**src/rtl/reg_writeback.sv**
```systemverilog
// Register-file writeback: round-robin ex/mem arbiter, 2-entry in-order FIFO, registered write port.
// Optional macro WB_LOAD_EXT_EN enables load lane-select and sign/zero extension on the mem channel.
module reg_writeback (
    input  logic        clk,
    input  logic        rst,
    input  logic        rdy,
    input  logic        ex_valid,
    output logic        ex_ready,
    input  logic [4:0]  ex_waddr,
    input  logic [31:0] ex_wdata,
    input  logic        mem_valid,
    output logic        mem_ready,
    input  logic [4:0]  mem_waddr,
    input  logic [31:0] mem_wdata,
    input  logic [2:0]  mem_funct3,
    input  logic [1:0]  mem_off,
    output logic        we,
    output logic [4:0]  waddr,
    output logic [31:0] wdata,
    output logic        busy,
    output logic [1:0]  pend_cnt
);

    logic [4:0]  r_fifo_addr [2];
    logic [31:0] r_fifo_data [2];
    logic        r_rd_ptr;
    logic        r_wr_ptr;
    logic [1:0]  r_cnt;
    logic        r_rr_mem;
    logic        r_we;
    logic [4:0]  r_waddr;
    logic [31:0] r_wdata;

    logic        w_pop;
    logic        w_space;
    logic        w_grant_mem;
    logic        w_grant_ex;
    logic        w_accept;
    logic        w_push;
    logic [4:0]  w_in_addr;
    logic [31:0] w_in_data;
    logic [31:0] w_mem_data;

`ifdef WB_LOAD_EXT_EN
    logic [7:0]  w_byte;
    logic [15:0] w_half;

    always_comb begin
        case (mem_off)
            2'd0:    w_byte = mem_wdata[7:0];
            2'd1:    w_byte = mem_wdata[15:8];
            2'd2:    w_byte = mem_wdata[23:16];
            default: w_byte = mem_wdata[31:24];
        endcase
        w_half = mem_off[1] ? mem_wdata[31:16] : mem_wdata[15:0];
        case (mem_funct3)
            3'b000:  w_mem_data = {{24{w_byte[7]}}, w_byte};
            3'b001:  w_mem_data = {{16{w_half[15]}}, w_half};
            3'b100:  w_mem_data = {24'd0, w_byte};
            3'b101:  w_mem_data = {16'd0, w_half};
            default: w_mem_data = mem_wdata;
        endcase
    end
`else
    logic w_unused;

    assign w_mem_data = mem_wdata;
    assign w_unused   = ^{mem_funct3, mem_off};
`endif

    // With rdy high a non-empty FIFO always pops, so a slot is free whenever rdy is high.
    assign w_pop       = rdy & (r_cnt != 2'd0);
    assign w_space     = (r_cnt != 2'd2) | w_pop;
    assign w_grant_mem = mem_valid & (~ex_valid | r_rr_mem);
    assign w_grant_ex  = ex_valid & ~w_grant_mem;

    assign ex_ready  = ~rst & rdy & w_grant_ex & w_space;
    assign mem_ready = ~rst & rdy & w_grant_mem & w_space;

    assign w_accept  = (ex_valid & ex_ready) | (mem_valid & mem_ready);
    assign w_in_addr = w_grant_mem ? mem_waddr : ex_waddr;
    assign w_in_data = w_grant_mem ? w_mem_data : ex_wdata;
    // Writes to x0 are accepted but never enqueued.
    assign w_push    = w_accept & (w_in_addr != 5'd0);

    always_ff @(posedge clk or posedge rst) begin
        if (rst) begin
            for (int i = 0; i < 2; i++) begin
                r_fifo_addr[i] <= 5'd0;
                r_fifo_data[i] <= 32'd0;
            end
            r_rd_ptr <= 1'b0;
            r_wr_ptr <= 1'b0;
            r_cnt    <= 2'd0;
            r_rr_mem <= 1'b1;
        end else begin
            if (w_push) begin
                r_fifo_addr[r_wr_ptr] <= w_in_addr;
                r_fifo_data[r_wr_ptr] <= w_in_data;
                r_wr_ptr              <= ~r_wr_ptr;
            end
            if (w_pop) begin
                r_rd_ptr <= ~r_rd_ptr;
            end
            case ({w_push, w_pop})
                2'b10:   r_cnt <= r_cnt + 2'd1;
                2'b01:   r_cnt <= r_cnt - 2'd1;
                default: r_cnt <= r_cnt;
            endcase
            if (rdy & ex_valid & mem_valid) begin
                r_rr_mem <= ~w_grant_mem;
            end
        end
    end

    always_ff @(posedge clk or posedge rst) begin
        if (rst) begin
            r_we    <= 1'b0;
            r_waddr <= 5'd0;
            r_wdata <= 32'd0;
        end else if (rdy) begin
            if (r_cnt != 2'd0) begin
                r_we    <= 1'b1;
                r_waddr <= r_fifo_addr[r_rd_ptr];
                r_wdata <= r_fifo_data[r_rd_ptr];
            end else begin
                r_we <= 1'b0;
            end
        end
    end

    assign we       = r_we;
    assign waddr    = r_waddr;
    assign wdata    = r_wdata;
    assign pend_cnt = r_cnt;
    assign busy     = (r_cnt != 2'd0) | r_we;

endmodule

```
**config.mk**
```make
export PLATFORM = sky130hd
export DESIGN_NAME = reg_writeback
export DESIGN_NICKNAME = d
export VERILOG_FILES = /design/src/rtl/reg_writeback.sv
export SDC_FILE = /design/constraint.sdc
export NUM_CORES = 1
export LEC_CHECK = 0
export CAP_MARGIN = 20
export CORE_MARGIN = 2
export CORE_UTILIZATION = 34
export DETAILED_ROUTE_END_ITERATION = 8
export PLACE_DENSITY_LB_ADDON = 0.1
export SYNTH_ARGS = -nofsm -noshare
export SYNTH_HDL_FRONTEND = slang
export SYNTH_SLANG_ARGS = --single-unit
```
**constraint.sdc**
```tcl
create_clock -name clk -period 5.6 [get_ports clk]
set_clock_uncertainty 0.1 [all_clocks]
set_input_delay 1.12 -clock clk [delete_from_list [all_inputs] [get_ports clk]]
set_output_delay 1.12 -clock clk [all_outputs]
set_load 0.05 [all_outputs]
```
==> results.cfg, run 1 <==
[detailed_routing]
drtAntennaViolNets = 0
initialDrtViolationCount = 125
routed_via_density = 4.80
first_pass_iters = 4
drcViolationCount = 0
routedWlPerCell_um = 16.0
wl_um = 12300
total_via_count_in_the_routed_design = 3672

[pwr]
max-vdd-ir-drop_mv = 0.303
p_int_mw = 2.81
share_comb_of_total_power_pct = 40.6
leakage_nw = 3.24
pwr_density_cell_nw_per_um2 = 584
power.share.clock_pct = 24.3
power_switching_mw = 1.58
seq_power_share_pct = 35.1
switching_share_pct = 36.0

[synthesis]
netlist.area_leader.share_pct = 52.6
synth.lib_cells_used.distinct = 33
synthesis.area_per_instance_um2 = 13.4
syn_nets = 496
synth_enable_flop_cells = 0
post-synth-top-area-cell = sky130_fd_sc_hd__dfrtp_1
ys_seq_area_share_pct = 53.1
synth.area.top_cells = sky130_fd_sc_hd__dfrtp_1 (53%), sky130_fd_sc_hd__mux2_4 (13%), sky130_fd_sc_hd__mux2_2 (11%)
ys.warnings.count = 0
mappedNetlistArea_um2 = 5520
post_synth_inst_count = 411
synth-main-ff-cell = sky130_fd_sc_hd__dfrtp_1
proportion_of_register_bits_with_asynchronous_set_or_reset_after_synthesis_pct = 100
synth_seq_cells = 117

[sta]
achievable-frequency_mhz = 220
max_slew.worst_pin.slew_ns = 0.868
max-slew-margin-rel_pct = 41.9
finalSetupTns_ns = 0
report.final.setup_viol = 0
layout_min_cycle_time_ns = 4.55
timing_max_transition_violations_final = 0
hold_violations = 0
rsz_0062_raised_after_global_routing = no
timing.final.crit_share_pct = 81.2

[floorplan]
ioPinCount = 127
core.rowCount = 46
die_h_um = 131
core_region_area_um2 = 15900
floorplan.initialDensity_pct = 34.7
die_width_um = 131
die-area_um2 = 17300

[place]
placedCellCount = 733
place.detailed.hpwl_um = 7960
gp_routability_congestion = 0.752
io_buffers = 121
cell_area_reported_after_detailed_placement_um2 = 6940

[grt]
grt_start_max_net_pins = 53
first_global_vias = 3931
global_route_wire_length_before_repair_um = 20600
grt.overflow.total = 0
initial_antenna_violation_count = 0
grt_usage_pct = 15.2

[cells_and_area]
final_cell_area_um2 = 7530
num-fill-cells = 1463
final-instance-count-excl-fill = 765
fraction_of_layout_cells_with_a_size_suffix_above_1_pct = 27.1
regArea_um2 = 2930
final_cell_mix = sky130_fd_sc_hd__clkdlybuf4s50_1 (121), sky130_fd_sc_hd__dfrtp_1 (115), sky130_fd_sc_hd__mux2_2 (55)
layout_commonest_cell = sky130_fd_sc_hd__clkdlybuf4s50_1
n_antenna_cell = 0
design.final.nets = 621
areaGrowthSynthToFinish_pct = 36.4
multiInputGateArea_um2 = 2450

[cts]
post_cts_buffers = 0
cts_buffer_depth = 2
clk_root_buffer_cell = sky130_fd_sc_hd__clkbuf_16
postCtsResizedCells = 0
clkSinkCount = 117
reg_clk_slew_reported_paths_ns = 0.05
clk_latency_ns = 0.41
holdBufCountCts = 0
cts_buffers = 17
h_tree_lvls = 4
tritoncts = built

[worst_setup_path]
critPathArrivalTime_ns = 3.33
cp_slowest_cell = sky130_fd_sc_hd__clkdlybuf4s50_1
worstPathMaxFanout = 21
worstPathRequired_ns = 4.38
rr_worst_depth = 5
worst_path_most_repeated_cell = sky130_fd_sc_hd__clkdlybuf4s50_1
timing.critical_path.cells = clkdlybuf4s50_1 -> nand2b_1 -> nand2_2 -> and3_1 -> clkdlybuf4s50_1
cpPeakStageDelay_ns = 0.80
setup.worst_path.start_class = input pin
worstSetupPathType = in -> out
crit_path_end_kind = primary output

[run]
max_cap_violations = 0

[worst_hold_path]
timing.hold.worst_path_depth = 2
worstHoldPathType = reg -> reg

[outcome]
run_status = complete, no violations
## final cells by class
type	count	share of cell area (%)
clock buffer	23	6.48
clock inverter	9	1.33
inverter	5	0.283
multi-input combinational	267	32.6
sequential	117	38.9
tap	216	3.59
timing repair buffer	128	16.8
## stage by stage
stage                     total power [mW]  hold slack, ns  utilization, %  worst slack [ns]
after floorplan                       2.81           0.355               -              1.28
after global placement                3.32           0.362            43.7              1.07
after detailed placement              3.36           0.371            43.7              1.03
after CTS                             4.46           0.382            47.4              1.02
after global routing                  4.65           0.399            47.4             0.873
final                                 4.40           0.374            47.4              1.05
## cells by family after synthesis
kind of cell	after synthesis	synth area share (%)
adder cells (fa/ha/maj)	1	0.227
AO/OA/AOI/OAI	53	5.67
AND/OR/NAND/NOR	65	6.10
multiplexers	142	31.3
buffers and inverters	27	2.68
XOR/XNOR	6	0.953
flip-flops	117	53.1
## power groups by stage
stage / combinational, mW / clock (mW) / sequential, mW
finish: 1.79 / 1.07 / 1.54
global route: 1.91 / 1.14 / 1.60
CTS: 1.81 / 1.09 / 1.55
detailed placement: 1.80 / 0 / 1.56
global placement: 1.78 / 0 / 1.54
floorplan: 0.886 / 0 / 1.92
## critical path, delay by kind of cell
kind | cells | cell delay, ns
AND/OR/NAND/NOR | 3 | 0.84
buffers and inverters | 2 | 1.36
## state kept, by name, indices dropped and copies added (netlist names), 2 cells and up
register     cells
wdata           32
waddr            5
r_fifo_data     64
pend_cnt         2
r_fifo_addr     10
## cells in the mapped netlist (all sizes together) (3+ instances only)
cell type	instances
nor2	4
nor4	4
xnor2	5
inv	5
nand3	4
o2bb2ai	6
nand2	38
o21ai	40
mux2i	40
mux2	102
dfrtp	116
or3	3
clkbuf	13
o311ai	4
buf	9
nor3	3
## path summary, 6_finish.rpt
path | from | endpoint | slack [ns]
max in group asynchronous | rst | wdata[21] | 3.36
setup reg to reg | r_rr_mem | r_fifo_addr[7] | 3.23
setup / recovery | ex_valid | ex_ready | 1.05
hold / removal | wdata[13] | wdata[13] | 0.37
min in group asynchronous | rst | pend_cnt[0] | 1.00
hold reg to reg | wdata[13] | wdata[13] | 0.37
## routing by layer
metal  global-route usage [%]  wire length [um]  vias up
met2                     23.7              5680       91
met4                     5.98               218        0
met3                     4.36               613       17
met5                        0                 0        -
li1                         -                 -     1729
met1                     20.1              5750     1835
Note: power is estimated with default switching activity, not from simulation.
==> inputs of run 2 (changes only) <==
Clock period 5.6 ns to 4.5 ns, I/O delays scaled along.
==> run 2 against run 1 <==
  * Total power is 22% higher
  * Count of clock-buffer cells in the layout up 6
  * Non-clock buffer count unchanged
  * Flip-flop and latch count is the same
  * Combinational power grew 24%
  * Critical path depth up 1
==> results.cfg, run 2 (same netlist as run 1, synthesis figures left out) <==
[floorplan]
core_region_area_um2 = 15900
ioPinCount = 127
core.rowCount = 46
die-area_um2 = 17300
die_width_um = 131
floorplan.initialDensity_pct = 34.7
die_h_um = 131

[outcome]
run_status = complete, no violations

[worst_setup_path]
critPathArrivalTime_ns = 2.82
crit_path_end_kind = primary output
setup.worst_path.start_class = input pin
worstPathRequired_ns = 3.50
worstPathMaxFanout = 19
worstSetupPathType = in -> out

[detailed_routing]
wl_um = 12000
first_pass_iters = 4
routedWlPerCell_um = 15.7
total_via_count_in_the_routed_design = 3594
drcViolationCount = 0
drtAntennaViolNets = 0
initialDrtViolationCount = 143
routed_via_density = 4.70

[sta]
report.final.setup_viol = 0
finalSetupTns_ns = 0
timing_max_transition_violations_final = 0
achievable-frequency_mhz = 262
hold_violations = 0
max-slew-margin-rel_pct = 47.0
rsz_0062_raised_after_global_routing = no
timing.final.crit_share_pct = 84.9
layout_min_cycle_time_ns = 3.82
max_slew.worst_pin.slew_ns = 0.796

[cts]
cts_buffers = 17
clk_latency_ns = 0.41
tritoncts = built
reg_clk_slew_reported_paths_ns = 0.05
h_tree_lvls = 4
holdBufCountCts = 0
postCtsResizedCells = 0
clkSinkCount = 117
cts_buffer_depth = 2
post_cts_buffers = 0
clk_root_buffer_cell = sky130_fd_sc_hd__clkbuf_16

[worst_hold_path]
worstHoldPathType = reg -> reg

[grt]
initial_antenna_violation_count = 0
grt_start_max_net_pins = 77
first_global_vias = 3967
grt.overflow.total = 0
grt_usage_pct = 15.1
global_route_wire_length_before_repair_um = 20500

[place]
io_buffers = 121
gp_routability_congestion = 0.754
place.detailed.hpwl_um = 7840

[cells_and_area]
areaGrowthSynthToFinish_pct = 35.9
final_cell_mix = sky130_fd_sc_hd__clkdlybuf4s50_1 (121), sky130_fd_sc_hd__dfrtp_1 (115), sky130_fd_sc_hd__mux2_2 (55)
postLayoutCoreUtil_pct = 47.2
max_ffs_per_register = 64
design.final.nets = 621
n_antenna_cell = 0
layout_commonest_cell = sky130_fd_sc_hd__clkdlybuf4s50_1
top_register = r_fifo_data
fraction_of_layout_cells_with_a_size_suffix_above_1_pct = 26.4

[pwr]
pwr_density_cell_nw_per_um2 = 716
max-vdd-ir-drop_mv = 0.307
leakage_nw = 3.23

[run]
max_cap_violations = 0
==> run 2: changes by cell type in the layout (fill, tap and decap cells not counted), sizes merged <==
cell,before,now
clkbuf,23,29
bufinv,2,0
clkinv,5,3
clkinvlp,2,0
==> run 2: where the power goes <==
part | internal (mW) | switching, mW | leakage, nW
Clock | 0.788 | 0.435 | 0.271
Combinational | 1.05 | 1.17 | 1.54
Sequential | 1.58 | 0.341 | 1.41
Total | 3.42 | 1.95 | 3.23
==> run 2: final timing paths <==
kind / start / to / slack, ns / cells past startpoint
max: ex_valid / mem_ready / 0.68 / 6
min: wdata[1] / wdata[1] / 0.38 / 2
max reg2reg: r_rr_mem / r_fifo_data[61] / 2.14 / 5
min reg2reg: wdata[1] / wdata[1] / 0.38 / 2
max in group asynchronous: rst / r_rr_mem / 2.51 / 3
min in group asynchronous: rst / waddr[4] / 0.94 / 2
==> run 2: worst max-delay path, cell delays in order <==
cell,delay (ns)
sky130_fd_sc_hd__clkdlybuf4s50_1,0.48
sky130_fd_sc_hd__nand2b_1,0.17
sky130_fd_sc_hd__nand2_2,0.08
sky130_fd_sc_hd__buf_4,0.23
sky130_fd_sc_hd__nor2_1,0.13
sky130_fd_sc_hd__clkdlybuf4s50_1,0.82
==> run 2: through the flow <==
stage	power (mW)	hold WS (ns)	area (um2)	instances	setup slack (ns)
floorplan	3.50	0.355	5520	411	0.401
global placement	4.13	0.362	6950	733	0.691
detailed placement	4.19	0.370	6950	733	0.683
CTS	5.45	0.381	7500	765	0.666
global route	5.70	0.407	7500	765	0.538
finish	5.37	0.376	7500	765	0.677
==> run 2: per-layer routing <==
metal  track usage, %  share of wire [%]
met5                0                  0
met2             24.3                 47
met3             4.09                4.3
met1             19.4                 47
met4             6.16                1.7
==> run 2: final cells by class <==
class,count,area (um2)
Inverter,5,21.3
Tap cell,216,270
Timing Repair Buffer,128,1280
Fill cell,1448,8390
Multi-Input combinational cell,267,2450
Sequential cell,117,2930
Clock buffer,29,531
Clock inverter,3,15.0
